<file path="src/rtl/ttm_regbank.sv">
// ttm_regbank -- parametrised register bank for the TTM4 emulator core.
//
// Holds the program counter (PA), the nibble-addressed jump register (JR),
// N_OR output-port registers (OR) and a synchronised copy of the external
// input port (IR). The decoder drives the active-low strobes; the ALU writes
// through STOREBUS and reads through LOADBUS.
//
// Ports:
//   CLK       rising-edge system clock
//   RST       asynchronous active-low reset
//   nPC_INC   low: PC <- PC + 1 (modulo 2^(NIBS*NIB_W))
//   nPC_LD    low: PC <- JR (wins over nPC_INC, uses pre-store JR)
//   nJR_ST    low: JR nibble ST_SEL <- STOREBUS
//   nOR_ST    low: OR[OR_SEL] nibble ST_SEL <- STOREBUS
//   ST_SEL    store nibble index (out of range: no write)
//   OR_SEL    output register index (out of range: no write)
//   LD_SRC    LOADBUS source, 0 = JR, 1 = synchronised IR
//   LD_SEL    LOADBUS nibble index (out of range: LOADBUS = 0)
//   nLD_OUT   low: drive selected nibble on LOADBUS, high: LOADBUS = 0
//   STOREBUS  write data nibble
//   IR        asynchronous external input port
//   PA        program counter
//   LOADBUS   read data nibble (combinational from registers)
//   OR        output ports, channel k at [k*NIBS*NIB_W +: NIBS*NIB_W]
//   PC_WRAP   one-cycle pulse after an increment wraps PC to 0
//   IR_CHG    one-cycle pulse when the synchronised IR value changes
module ttm_regbank #(
    parameter int NIB_W   = 4,
    parameter int NIBS    = 2,
    parameter int N_OR    = 2,
    parameter int IR_SYNC = 2
) (
    input  logic                                         CLK,
    input  logic                                         RST,
    input  logic                                         nPC_INC,
    input  logic                                         nPC_LD,
    input  logic                                         nJR_ST,
    input  logic                                         nOR_ST,
    input  logic [((NIBS > 1) ? $clog2(NIBS) : 1)-1:0]   ST_SEL,
    input  logic [((N_OR > 1) ? $clog2(N_OR) : 1)-1:0]   OR_SEL,
    input  logic                                         LD_SRC,
    input  logic [((NIBS > 1) ? $clog2(NIBS) : 1)-1:0]   LD_SEL,
    input  logic                                         nLD_OUT,
    input  logic [NIB_W-1:0]                             STOREBUS,
    input  logic [NIBS*NIB_W-1:0]                        IR,
    output logic [NIBS*NIB_W-1:0]                        PA,
    output logic [NIB_W-1:0]                             LOADBUS,
    output logic [N_OR*NIBS*NIB_W-1:0]                   OR,
    output logic                                         PC_WRAP,
    output logic                                         IR_CHG
);

    localparam int RW = NIBS * NIB_W;
    localparam int SW = (NIBS > 1) ? $clog2(NIBS) : 1;
    localparam int OW = (N_OR > 1) ? $clog2(N_OR) : 1;

    logic [RW-1:0] pc_q, pc_d;
    logic          wrap_q, wrap_d;
    logic [RW-1:0] jr_q, jr_d;
    logic [RW-1:0] or_q [N_OR];
    logic [RW-1:0] or_d [N_OR];
    logic [RW-1:0] ir_sync_q [IR_SYNC];
    logic [RW-1:0] ir_sync_d [IR_SYNC];
    logic [RW-1:0] ir_d1_q, ir_d1_d;
    logic [RW-1:0] ir_q;
    logic [RW-1:0] ld_src_word;

    assign ir_q = ir_sync_q[IR_SYNC-1];

    // Program counter: load beats increment; only an increment from
    // all-ones raises the wrap flag, so a load of 0 never does.
    always_comb begin
        pc_d   = pc_q;
        wrap_d = 1'b0;
        if (!nPC_LD) begin
            pc_d = jr_q;
        end else if (!nPC_INC) begin
            pc_d   = pc_q + RW'(1);
            wrap_d = &pc_q;
        end
    end

    // Nibble stores. Matching the index against every legal nibble/channel
    // makes an out-of-range index fall through as a no-op.
    always_comb begin
        jr_d = jr_q;
        if (!nJR_ST) begin
            for (int n = 0; n < NIBS; n++) begin
                if (ST_SEL == SW'(n)) begin
                    jr_d[n*NIB_W +: NIB_W] = STOREBUS;
                end
            end
        end
    end

    always_comb begin
        for (int k = 0; k < N_OR; k++) begin
            or_d[k] = or_q[k];
        end
        if (!nOR_ST) begin
            for (int k = 0; k < N_OR; k++) begin
                for (int n = 0; n < NIBS; n++) begin
                    if (OR_SEL == OW'(k) && ST_SEL == SW'(n)) begin
                        or_d[k][n*NIB_W +: NIB_W] = STOREBUS;
                    end
                end
            end
        end
    end

    // Input synchroniser chain plus a one-deep history for change detection.
    always_comb begin
        ir_sync_d[0] = IR;
        for (int s = 1; s < IR_SYNC; s++) begin
            ir_sync_d[s] = ir_sync_q[s-1];
        end
        ir_d1_d = ir_q;
    end

    always_ff @(posedge CLK or negedge RST) begin
        if (!RST) begin
            pc_q    <= '0;
            wrap_q  <= 1'b0;
            jr_q    <= '0;
            ir_d1_q <= '0;
            for (int k = 0; k < N_OR; k++) begin
                or_q[k] <= '0;
            end
            for (int s = 0; s < IR_SYNC; s++) begin
                ir_sync_q[s] <= '0;
            end
        end else begin
            pc_q    <= pc_d;
            wrap_q  <= wrap_d;
            jr_q    <= jr_d;
            ir_d1_q <= ir_d1_d;
            for (int k = 0; k < N_OR; k++) begin
                or_q[k] <= or_d[k];
            end
            for (int s = 0; s < IR_SYNC; s++) begin
                ir_sync_q[s] <= ir_sync_d[s];
            end
        end
    end

    // Read path: only the select/enable inputs reach LOADBUS without a flop.
    always_comb begin
        ld_src_word = LD_SRC ? ir_q : jr_q;
        LOADBUS     = '0;
        if (!nLD_OUT) begin
            for (int n = 0; n < NIBS; n++) begin
                if (LD_SEL == SW'(n)) begin
                    LOADBUS = ld_src_word[n*NIB_W +: NIB_W];
                end
            end
        end
    end

    always_comb begin
        OR = '0;
        for (int k = 0; k < N_OR; k++) begin
            OR[k*RW +: RW] = or_q[k];
        end
    end

    assign PA      = pc_q;
    assign PC_WRAP = wrap_q;
    assign IR_CHG  = (ir_q != ir_d1_q);

endmodule

</file>
<file path="config.mk">
export PLATFORM = sky130hd
export DESIGN_NAME = ttm_regbank
export DESIGN_NICKNAME = d
export VERILOG_FILES = /design/src/rtl/ttm_regbank.sv
export SDC_FILE = /design/constraint.sdc
export NUM_CORES = 1
export LEC_CHECK = 0
export BUFFER_PORTS_ARGS = -buffer_cell sky130_fd_sc_hd__buf_4
export CORE_UTILIZATION = 40
export DETAILED_ROUTE_END_ITERATION = 16
export MAX_ROUTING_LAYER = met4
export SLEW_MARGIN = 10
export SYNTH_ARGS = -nofsm -noshare
export SYNTH_HDL_FRONTEND = slang
export SYNTH_SLANG_ARGS = --single-unit
</file>
<file path="constraint.sdc">
create_clock -name CLK -period 1.8 [get_ports CLK]
set_input_delay 0.18 -clock CLK [delete_from_list [all_inputs] [get_ports CLK]]
set_output_delay 0.18 -clock CLK [all_outputs]
set_load 0.01 [all_outputs]
</file>
==> summary.txt <==
STA
  • Fin. Hold Viols: 0
  • Final Skew: 0.00322 ns
  • Post-layout min period: 1.67 ns
  • Worst Tran Pin Value: 0.687 ns
  • Final slew viol count: 0
  • Fmax: approximately 0.60 GHz
  • Final worst slack: about 0.13 ns
  • Fin Setup TNS: 0 ns
  • RSZ-0062 raised after global routing: no
  • Worst slew margin: 0.542
  • Tcrit/Tclk final: 0.931
  • Final setup viols: 0

Floorplanning
  • Full die area: 5760 sq um
  • I/O Pins: 53
  • Die width: 75.9 um
  • Initial Utilization: 0.422
  • Core box area: 5170 sq um
  • Core Rows: 26
  • Die height: ~76 um

Cells and area
  • Layout Area Growth over Synthesis: 37.4%
  • Final Instance Area: 3000 sq um
  • Most frequent cells in the layout: dfrtp_1, buf_4, mux2_2, xor2_1, clkbuf_8
  • Post-layout util: 0.580
  • Commonest non-fill, non-tap cell in the layout: dfrtp_1
  • Layout cells sized above 1: 0.470
  • Number of nets in the layout: 236
  • Antenna cell count: 0

Global route
  • Vias in the first global route: 1510
  • First-pass GRT wire length: slightly above 7000 um
  • Largest net degree at the start of global routing: just under 60
  • GRT Total Usage: 0.168
  • Initial antenna violation count: 0
  • Congestion Overflow GR: 0

Synth
  • Top post-synthesis cells by area: dfrtp_1, mux2_2, mux4_2
  • Top-area cell type share of the netlist area: 0.653
  • Sequential-to-total area share from yosys stat: 0.653
  • Syn avg cell area: 15.5 sq um
  • Yosys cell types: 25
  • Mapped Area: 2180 sq um
  • Gate Count Post-Synth: 141
  • Warnings, synthesis: 0
  • Syn nets: around 170
  • Synth area leader: dfrtp_1
  • #FFs+latches synth: 57

Run
  • Max_cap viols: 0

Place
  • GPL Wtd Cong: 0.722
  • Hpwl dp: roughly 3000 um
  • Post-DP Area: 2660 sq um
  • Buffers added on ports: 52
  • Pre-CTS WS: about 0.46 ns

Detailed routing
  • Vias/cell: 4.88
  • WL/cell: 14.5 um
  • DRT iter0 DRCs: 56
  • Drt pass-1 iters: 4
  • Antenna Nets Post-Route: 0
  • WL final: 4170 um
  • DRC: 0
  • Vias: 1400

Worst setup path
  • Critical-path maximum fanout: 3
  • Crit start category: flop
  • Worst endpoint required time: 1.62 ns
  • Critical Path AT: around 1.5 ns
  • Critical path type: reg -> out
  • Worst setup EP type: output port

Clock tree
  • Post_cts resized: 0
  • CTS clk-pin slew, worst paths: 0.07 ns
  • Clk root buf: clkbuf_8
  • CTS tree: done
  • Worst-Skew Late Latency: 0.32 ns
  • Post-CTS Setup Inserts: 0
  • CTS buffer count: 9
  • Cts-stage hold buffer count: 9
  • CTS max path bufs: 2
  • Clock sink count: 57
  • CTS H-tree depth: 3

Run status
  • Status: complete, no violations

Power
  • Max rail drop VDD: 0.829 mV
  • PwrDens: ~1200 nW/um^2
  • Leak pwr: 1.33 nW

Worst hold path
  • Hold WC Path Type: in -> reg
per-layer routing:
metal  global-route usage  vias up  routed length (um)
met4               0.0558        0                   8
met3               0.0518        2                 205
met5                    -        -                   0
li1                     -      651                   -
met2                0.274       39                2200
met1                0.199      708                1750
kinds of logic after synthesis:
family,share of synthesized area
fa+ha+maj,0.00573
mux,0.180
simple gates,0.0893
compound gates,0.0223
buf+inv,0.00172
xor+xnor,0.0481
flops,0.653
path summary, 6_finish.rpt:
kind / startpoint / endpoint / slack (ns) / depth (start not counted)
worst max-delay path: ir_d1_d[6] / LOADBUS[2] / 0.13 / 3
worst min-delay path: STOREBUS[3] / OR[15] / 0.15 / 2
worst max register to register: PA[0] / PA[6] / 0.46 / 4
worst min register to register: ir_sync_d[4] / ir_d1_d[4] / 0.35 / 0
max in group asynchronous: RST / jr_q[4] / 0.89 / 2
min in group asynchronous: RST / PA[7] / 0.45 / 2
worst max-delay path, cell delays in order, from the launching register on:
cell and delay, ns:
dfrtp_1 0.41, mux4_2 0.48, nor2b_1 0.15, buf_4 0.13
final cells by class:
type	instances	area, sq um
Clock buffer	10	138
Clock inverter	6	115
Timing Repair Buffer	61	480
Multi-Input combinational cell	83	754
Sequential cell	57	1430
Fill cell	433	2170
Tap cell	70	87.6
report_power, final:
group	total, mW	switching (mW)	internal [mW]
sequential	1.57	0.131	1.44
combinational	0.600	0.248	0.352
clock	1.46	0.496	0.961
flip-flops by register name, summed over array words and instances (netlist names):
signal,flops
OR,16
PA,8
PC_WRAP,1
ir_d1_d,8
ir_d1_q,8
ir_sync_d,8
jr_q,8
cell usage after synthesis:
cell type  instances
dfrtp_1           57
mux2_2            26
xor2_1            10
nor2_1             7
mux4_2             4
nor2b_1            4
a21oi_1            3
a31oi_1            3
nand4b_1           3
o21ai_0            3
or3_1              3
nand2_1            2
nor3b_2            2
nor4_1             2
xnor2_1            2
and2b_1            1
clkbuf_1           1
ha_1               1
mux2i_1            1
nand2b_1           1
nand3_1            1
nand3b_1           1
nand4_2            1
nor3_1             1
nor3_2             1
metrics by stage:
| stage | hold WS, ns | total power [mW] | std cells |
|---|---|---|---|
| after global placement | 0.263 | 2.17 | 262 |
| after floorplan | -0.116 | 1.86 | 141 |
| final | 0.152 | 3.63 | 287 |
| after global routing | 0.141 | 3.82 | 287 |
| after CTS | 0.139 | 3.68 | 287 |
| after detailed placement | 0.274 | 2.19 | 262 |
(Power assumes the default switching activity.)
